<file path="config.mk">
export PLATFORM = sky130hd
export DESIGN_NAME = vedic_mult_pipe
export DESIGN_NICKNAME = d
export VERILOG_FILES = /design/src/rtl/vedic_mult_pipe.sv
export SDC_FILE = /design/constraint.sdc
export NUM_CORES = 2
export LEC_CHECK = 0
export CAP_MARGIN = 20
export CORE_UTILIZATION = 60
export CTS_CLUSTER_SIZE = 8
export DETAILED_ROUTE_END_ITERATION = 10
export PLACE_DENSITY = 0.83
export SETUP_SLACK_MARGIN = 0.1
export SYNTH_ARGS = -nofsm -noshare
export SYNTH_HDL_FRONTEND = slang
export SYNTH_SLANG_ARGS = --single-unit
</file>
<file path="constraint.sdc">
create_clock -name clk -period 8.8 [get_ports clk]
set_input_delay 1.76 -clock clk [delete_from_list [all_inputs] [get_ports clk]]
set_output_delay 1.76 -clock clk [all_outputs]
set_load 0.02 [all_outputs]
</file>
<file path="src/rtl/vedic_mult_pipe.sv">
// Three-stage pipelined Urdhva-Tiryakbhyam multiplier with valid/ready flow control.
// Define VEDIC_MULT_ACC_EN to add the acc_clr input and the product accumulator.
module vedic_mult_pipe #(
   parameter int WIDTH = 32,
   parameter int TAG_W = 4
) (
   input  logic               clk,
   input  logic               rst_n,
   input  logic               in_valid,
   output logic               in_ready,
   input  logic [WIDTH-1:0]   in_a,
   input  logic [WIDTH-1:0]   in_b,
   input  logic               in_signed,
   input  logic [TAG_W-1:0]   in_tag,
`ifdef VEDIC_MULT_ACC_EN
   input  logic               acc_clr,
`endif
   output logic               out_valid,
   input  logic               out_ready,
   output logic [2*WIDTH-1:0] out_p,
   output logic [TAG_W-1:0]   out_tag
);
   localparam int H  = WIDTH / 2;
   localparam int PW = 2 * WIDTH;

   typedef struct packed {
      logic [WIDTH-1:0] a;
      logic [WIDTH-1:0] b;
      logic             neg;
      logic             clr;
      logic [TAG_W-1:0] tag;
   } s1_t;

   typedef struct packed {
      logic [WIDTH-1:0] q0;
      logic [WIDTH-1:0] q1;
      logic [WIDTH-1:0] q2;
      logic [WIDTH-1:0] q3;
      logic             neg;
      logic             clr;
      logic [TAG_W-1:0] tag;
   } s2_t;

   // Magnitude of the most negative value wraps back to itself, which is its
   // correct unsigned magnitude, so no extra bit is needed.
   function automatic logic [WIDTH-1:0] mag(input logic [WIDTH-1:0] x, input logic s);
      return (s & x[WIDTH-1]) ? (~x) + WIDTH'(1) : x;
   endfunction

   logic [3:1]    vld_pipe;
   logic          adv;
   logic          in_clr;
   s1_t           s1;
   s2_t           s2;
   logic [PW-1:0] prod3;
   logic [PW-1:0] mid;
   logic [PW-1:0] sum;
   logic [PW-1:0] prod;
   logic          clr3;
   logic [TAG_W-1:0] tag3;

`ifdef VEDIC_MULT_ACC_EN
   assign in_clr = acc_clr;
`else
   assign in_clr = 1'b0;
`endif

   assign adv       = !vld_pipe[3] | out_ready;
   assign in_ready  = adv;
   assign out_valid = vld_pipe[3];
   assign out_tag   = tag3;

   // Cross-product merge: middle terms land at H, the high term at WIDTH.
   assign mid  = PW'(s2.q1) + PW'(s2.q2);
   assign sum  = PW'(s2.q0) + (mid << H) + (PW'(s2.q3) << WIDTH);
   assign prod = s2.neg ? PW'(0) - sum : sum;

   always_ff @(posedge clk or negedge rst_n) begin
      if (!rst_n) begin
         vld_pipe <= '0;
         s1       <= '0;
         s2       <= '0;
         prod3    <= '0;
         clr3     <= 1'b0;
         tag3     <= '0;
      end else if (adv) begin
         vld_pipe <= {vld_pipe[2:1], in_valid};
         s1.a     <= mag(in_a, in_signed);
         s1.b     <= mag(in_b, in_signed);
         s1.neg   <= in_signed & (in_a[WIDTH-1] ^ in_b[WIDTH-1]);
         s1.clr   <= in_clr;
         s1.tag   <= in_tag;
         s2.q0    <= WIDTH'(s1.a[H-1:0])     * WIDTH'(s1.b[H-1:0]);
         s2.q1    <= WIDTH'(s1.a[WIDTH-1:H]) * WIDTH'(s1.b[H-1:0]);
         s2.q2    <= WIDTH'(s1.a[H-1:0])     * WIDTH'(s1.b[WIDTH-1:H]);
         s2.q3    <= WIDTH'(s1.a[WIDTH-1:H]) * WIDTH'(s1.b[WIDTH-1:H]);
         s2.neg   <= s1.neg;
         s2.clr   <= s1.clr;
         s2.tag   <= s1.tag;
         prod3    <= prod;
         clr3     <= s2.clr;
         tag3     <= s2.tag;
      end
   end

`ifdef VEDIC_MULT_ACC_EN
   logic [PW-1:0] acc;

   // Result presents the would-be ACC value; it is committed only on transfer.
   assign out_p = (clr3 ? PW'(0) : acc) + prod3;

   always_ff @(posedge clk or negedge rst_n) begin
      if (!rst_n)
         acc <= '0;
      else if (vld_pipe[3] && out_ready)
         acc <= out_p;
   end
`else
   assign out_p = prod3;

   logic unused_clr;
   assign unused_clr = clr3;
`endif

endmodule

</file>
* Word-level counts from Yosys, hierarchy flattened
Cells that the tools add are included.
** Word-level totals
- Flip-flop bits (word level) :: 273
- Bits of input ports :: 73
- Logic and storage cells :: 34
** Operators by class
- Add/sub/neg operators :: 6
- Multipliers :: 4
- Multiplexer cells :: 3
- Bitwise logic cells :: 7
- Reduce and logical (&&, ||, !) cells :: 1
** Operators with widths (number)
- multiplier 16 x 16 -> 32 bit :: 4
- adder 32 x 1 -> 32 bit, second input constant :: 2
- adder 50 x 64 -> 64 bit :: 1
- 2-to-1 mux 32 bit :: 2
- 2-to-1 mux 64 bit :: 1
- NOT 32 bit :: 2
- subtractor 1 x 64 -> 64 bit, first input constant :: 1
- adder 32 x 49 -> 50 bit :: 1
- adder 32 x 32 -> 33 bit :: 1
- AND 1 bit :: 3
- zero test 1 bit :: 1
- bitwise OR 1 bit :: 1
- bitwise XOR 1 bit :: 1

* Depth between registers and ports, before layout
- Word-level depth :: 5
- Gate-level depth with buffers :: 28

* Worst setup path before layout
Ideal clock, no wire load.
- Path type :: register to register
- Start :: register s1[48] in the netlist's numbering
- End :: register s2[133] in the netlist's numbering
- Setup time :: 136 ps
- Arrival :: 6171 ps
- Data required time :: 8664 ps
- Slack :: 2494 ps
- Cell stages (with the launch flop) :: 23
- Buffers on the path :: 1
- Period minus slack after synthesis :: 6306 ps
- Cells stage by stage :: dfrtp_1 clkbuf_1 nand2_1 fa_1 inv_1 fa_1 inv_1 fa_1 fa_1 fa_1 fa_1 inv_1 ha_1 a21oi_1 o21ai_0 a2111o_1 nand3_1 nand4_1 and3_1 a2111oi_0 o2bb2ai_1 xnor2_1 o21ai_0
** On the way
- Word-level cells in the longest chain between the ends :: 1
** RTL lines
- start, declared :: line 53 : s1_t s1;
- multiplier 16 x 16 -> 32 bit :: line 93 : s2.q0 <= WIDTH'(s1.a[H-1:0]) * WIDTH'(s1.b[H-1:0]);
- end, declared :: line 54 : s2_t s2;
Every way passes these cells.
A chain may end at the register's enable or synchronous reset.

* Worst setup path in the final report
- Start :: register s2[70] in the netlist's numbering
- End :: register prod3[62] (netlist: out_p[62])
** On the way
- Word-level cells in the longest chain between the ends :: 5
** RTL lines
- adder 32 x 32 -> 33 bit (*) :: line 74 : assign mid = PW'(s2.q1) + PW'(s2.q2);
- adder 32 x 49 -> 50 bit (*) :: line 75 : assign sum = PW'(s2.q0) + (mid << H) + (PW'(s2.q3) << WIDTH);
- adder 50 x 64 -> 64 bit (*) :: line 75
- subtractor 1 x 64 -> 64 bit :: line 76 : assign prod = s2.neg ? PW'(0) - sum : sum;
- 2-to-1 mux 64 bit (*) :: line 76
- end signal, assigned :: line 100 : prod3 <= prod;
- end, declared :: line 55 : logic [PW-1:0] prod3;
Mark *: on every way between the ends. The rest lies on a longest branch, timed or not.

==> flow_metrics.py <==
metrics = {
    "place": {
        "hpwlAfterDp_mm": 107,
        "io_buffers": 142,
        "gp_congestion": 0.970,
    },
    "critical_path": {
        "cp-start-kind": "register",
        "arrival_ps": 8050,
        "rr_worst_depth": 26,
        "cp-startpoint": "s2[70]",
        "slowest_stage": "o311ai_0",
        "cp-end-kind": "register",
        "cp.depth": 26,
        "cp_top_family": "compound AO/OA/AOI/OAI gates",
        "reg2reg_from": "s2[70]",
        "cpPeakStageDelay_ps": 850,
        "required_ps": 9240,
        "r2r_end": "out_p[62]",
        "worst-path-buf-inv": 2,
        "critPathMostFrequentCell": "o21ai_0",
        "cp-endpoint": "out_p[62]",
        "path_class": "reg2reg",
        "cp_max_fo": 9,
        "reg2reg_slack_ps": 1190,
    },
    "final_layout": {
        "fill_cells": 6583,
        "area.growth.synth_to_final_pct": 7.28,
        "layout-drive-gt1-share": 0.0317,
        "layout.nets": 7254,
    },
    "logic_synthesis": {
        "synth_area_sq_mm": 0.0502,
        "ys_types": 91,
        "synth_edf_count": 0,
        "postSynthAreaPerCell_sq_um": 8.47,
        "synth_warnings": 0,
        "yosys_most_used_dff": "dfrtp_1",
        "synthArstFlopShare": 1.00,
        "syn_nets": 7260,
        "ys_seq_area_frac": 0.136,
        "netlist_instances": 5923,
        "ys_seq_elements": 273,
    },
    "cts": {
        "cts_hold_buf": 0,
        "cts_buffer_depth": 3,
        "post_cts_buffers": 0,
        "numCtsBuffers": 42,
        "cts_resized": 0,
        "cts_sinks": 273,
        "htree_levels": 2,
        "clock_latency_ps": 600,
        "cts_tree": "built",
        "clk_pin_slew_ps": 60,
        "cts_root_buf": "clkbuf_16",
    },
    "sta": {
        "worst_hold_slack_ps": 452,
        "setup_viol": 0,
        "tns_ps": 0,
        "relSlewSlack": 0.182,
        "fin_crit_ps": 7610,
        "rsz0062_at_grt": "false",
        "worst_pin_slew_ps": 1230,
        "fmax_mhz": 131,
        "skew_ps": 39.4,
        "finalHoldViolCount": 0,
        "fin_crit_sh": 0.865,
        "slew_violations": 0,
    },
    "drt": {
        "vias": 41052,
        "post-route-drc-count": 0,
        "drt_first_pass_iters": 6,
        "antenna_left": 0,
        "detail_route.wl_per_cell_um": 19.4,
        "wl_mm": 136,
        "drt_iter0_drc": 3031,
        "vias_per_cell": 5.87,
    },
    "floorplanning": {
        "placeableCoreArea_sq_mm": 0.0824,
        "chipHeight_um": 291,
        "start_util": 0.609,
        "pin_count": 143,
        "die_x_um": 291,
        "row_count": 105,
        "die-area_sq_mm": 0.0848,
    },
    "grt": {
        "grt_start_max_net_pins": 153,
        "track_usage": 0.326,
        "grt_pass1_vias": 43392,
        "overflow": 0,
        "grt_pass1_wl_mm": 221,
        "antenna_found_initial": 2,
    },
    "status": {
        "outcome": "complete, no violations",
    },
    "run": {
        "cap_violations": 0,
    },
    "worst_hold_path": {
        "min_path_type": "reg2reg",
    },
}
-- logic make-up (layout without fill, tap and decap cells) --
family,count (synthesis),in the layout,share of synthesized area
other,0,1,0
adder cells (fa/ha/maj),1264,1264,0.432
flip-flops,273,273,0.136
XOR/XNOR,271,271,0.0475
multiplexers,9,9,0.00192
AO/OA/AOI/OAI,828,828,0.101
buffers and inverters,1311,1315,0.0985
AND/OR/NAND/NOR,1967,1967,0.183
-- layout by cell type, fill, tap and decap left out, types with 70 or more instances in the layout --
cell / count
nand2_1: 1039
inv_1: 1026
fa_1: 778
ha_1: 486
and2_1: 397
dfrtp_1: 273
a21oi_1: 248
o21ai_0: 244
nor2_1: 221
xnor2_1: 147
clkdlybuf4s50_1: 141
xor2_1: 123
buf_4: 89
a21o_1: 70
-- worst reg2reg max path, delay by kind of cell (launching register included) --
family	cells	cell delay, ps
buffers and inverters	2	280
AO/OA/AOI/OAI	14	3950
flip-flops	1	390
adder cells (fa/ha/maj)	3	870
AND/OR/NAND/NOR	6	1720
XOR/XNOR	1	240
-- through the flow --
step           instance area [sq um]  utilization  setup WS (ps)  cells
6_report                       53800        0.653           1190   6998
5_1_grt                        53800        0.653            693   6997
4_1_cts                        53800        0.653           1310   6996
3_5_place_dp                   52600        0.638           1390   6942
3_3_place_gp                   52600        0.638           1470   6942
2_1_floorplan                  50200            -           2490   5923
-- flip-flops by register name, indices dropped and copies added, names as in the netlist --
| signal | flops |
|---|---|
| vld_pipe | 3 |
| out_tag | 4 |
| out_p | 64 |
| s2 | 133 |
| s1 | 69 |
-- routing by layer --
metal,track usage,wire length (um)
met1,0.387,49800
met2,0.571,67700
met3,0.0495,10500
met4,0.168,7630
met5,0,13
-- worst min path at each step --
stage | cells after the start | endpoint | slack, ps | from
CTS | 1 | vld_pipe[3] | 460 | vld_pipe[2]
finish | 2 | vld_pipe[2] | 450 | vld_pipe[2]
global placement | 2 | vld_pipe[2] | 440 | vld_pipe[2]
global route | 1 | vld_pipe[3] | 460 | vld_pipe[2]
floorplan | 2 | vld_pipe[2] | 430 | vld_pipe[2]
detailed placement | 1 | vld_pipe[3] | 450 | vld_pipe[2]
-- cell type report --
class | instances | area [sq um] | share of cell area
inverter | 1027 | 3860 | 0.0717
antenna | 1 | 2.50 | 0.0000465
tap | 1070 | 1340 | 0.0249
timing repair buffer | 234 | 2160 | 0.0402
sequential | 273 | 6830 | 0.127
clock buffer | 47 | 1120 | 0.0208
clock inverter | 7 | 100 | 0.00186
multi-input combinational | 4339 | 38400 | 0.714
-- synth_stat cells, types with 6 or more instances --
| master | n | area [sq um] |
|---|---|---|
| or4_1 | 8 | 60.1 |
| buf_2 | 7 | 35.0 |
| a41oi_1 | 7 | 61.3 |
| nand4_1 | 21 | 131 |
| a31oi_1 | 29 | 181 |
| fa_1 | 778 | 15600 |
| a211oi_1 | 23 | 173 |
| nor2_1 | 221 | 830 |
| a21o_1 | 70 | 526 |
| xor2_1 | 123 | 1080 |
| o22ai_1 | 10 | 62.6 |
| o31ai_1 | 37 | 278 |
| or3_1 | 19 | 119 |
| o41ai_1 | 12 | 105 |
| o211ai_1 | 12 | 90.1 |
| nand3b_1 | 8 | 60.1 |
| nor3b_1 | 10 | 75.1 |
| o21bai_1 | 25 | 188 |
| nor2b_1 | 25 | 156 |
| nand2b_1 | 31 | 194 |
| and2_1 | 397 | 2480 |
| o21a_1 | 33 | 248 |
| xnor2_1 | 147 | 1290 |
| nor4_1 | 15 | 93.8 |
| and3_1 | 31 | 194 |
| a21oi_1 | 248 | 1240 |
| inv_1 | 1026 | 3850 |
| clkbuf_1 | 272 | 1020 |
| dfrtp_1 | 273 | 6830 |
| o21ai_1 | 6 | 30.0 |
| nor3_1 | 49 | 245 |
| o21ai_0 | 244 | 1220 |
| a211o_1 | 7 | 61.3 |
| and4_1 | 10 | 87.6 |
| or2_2 | 10 | 62.6 |
| nand2_1 | 1039 | 3900 |
| ha_1 | 486 | 6080 |
| nand3_1 | 52 | 260 |
Power is not shown: default switching activity piles up to over one toggle a cycle in this logic, so the estimate is an artifact.
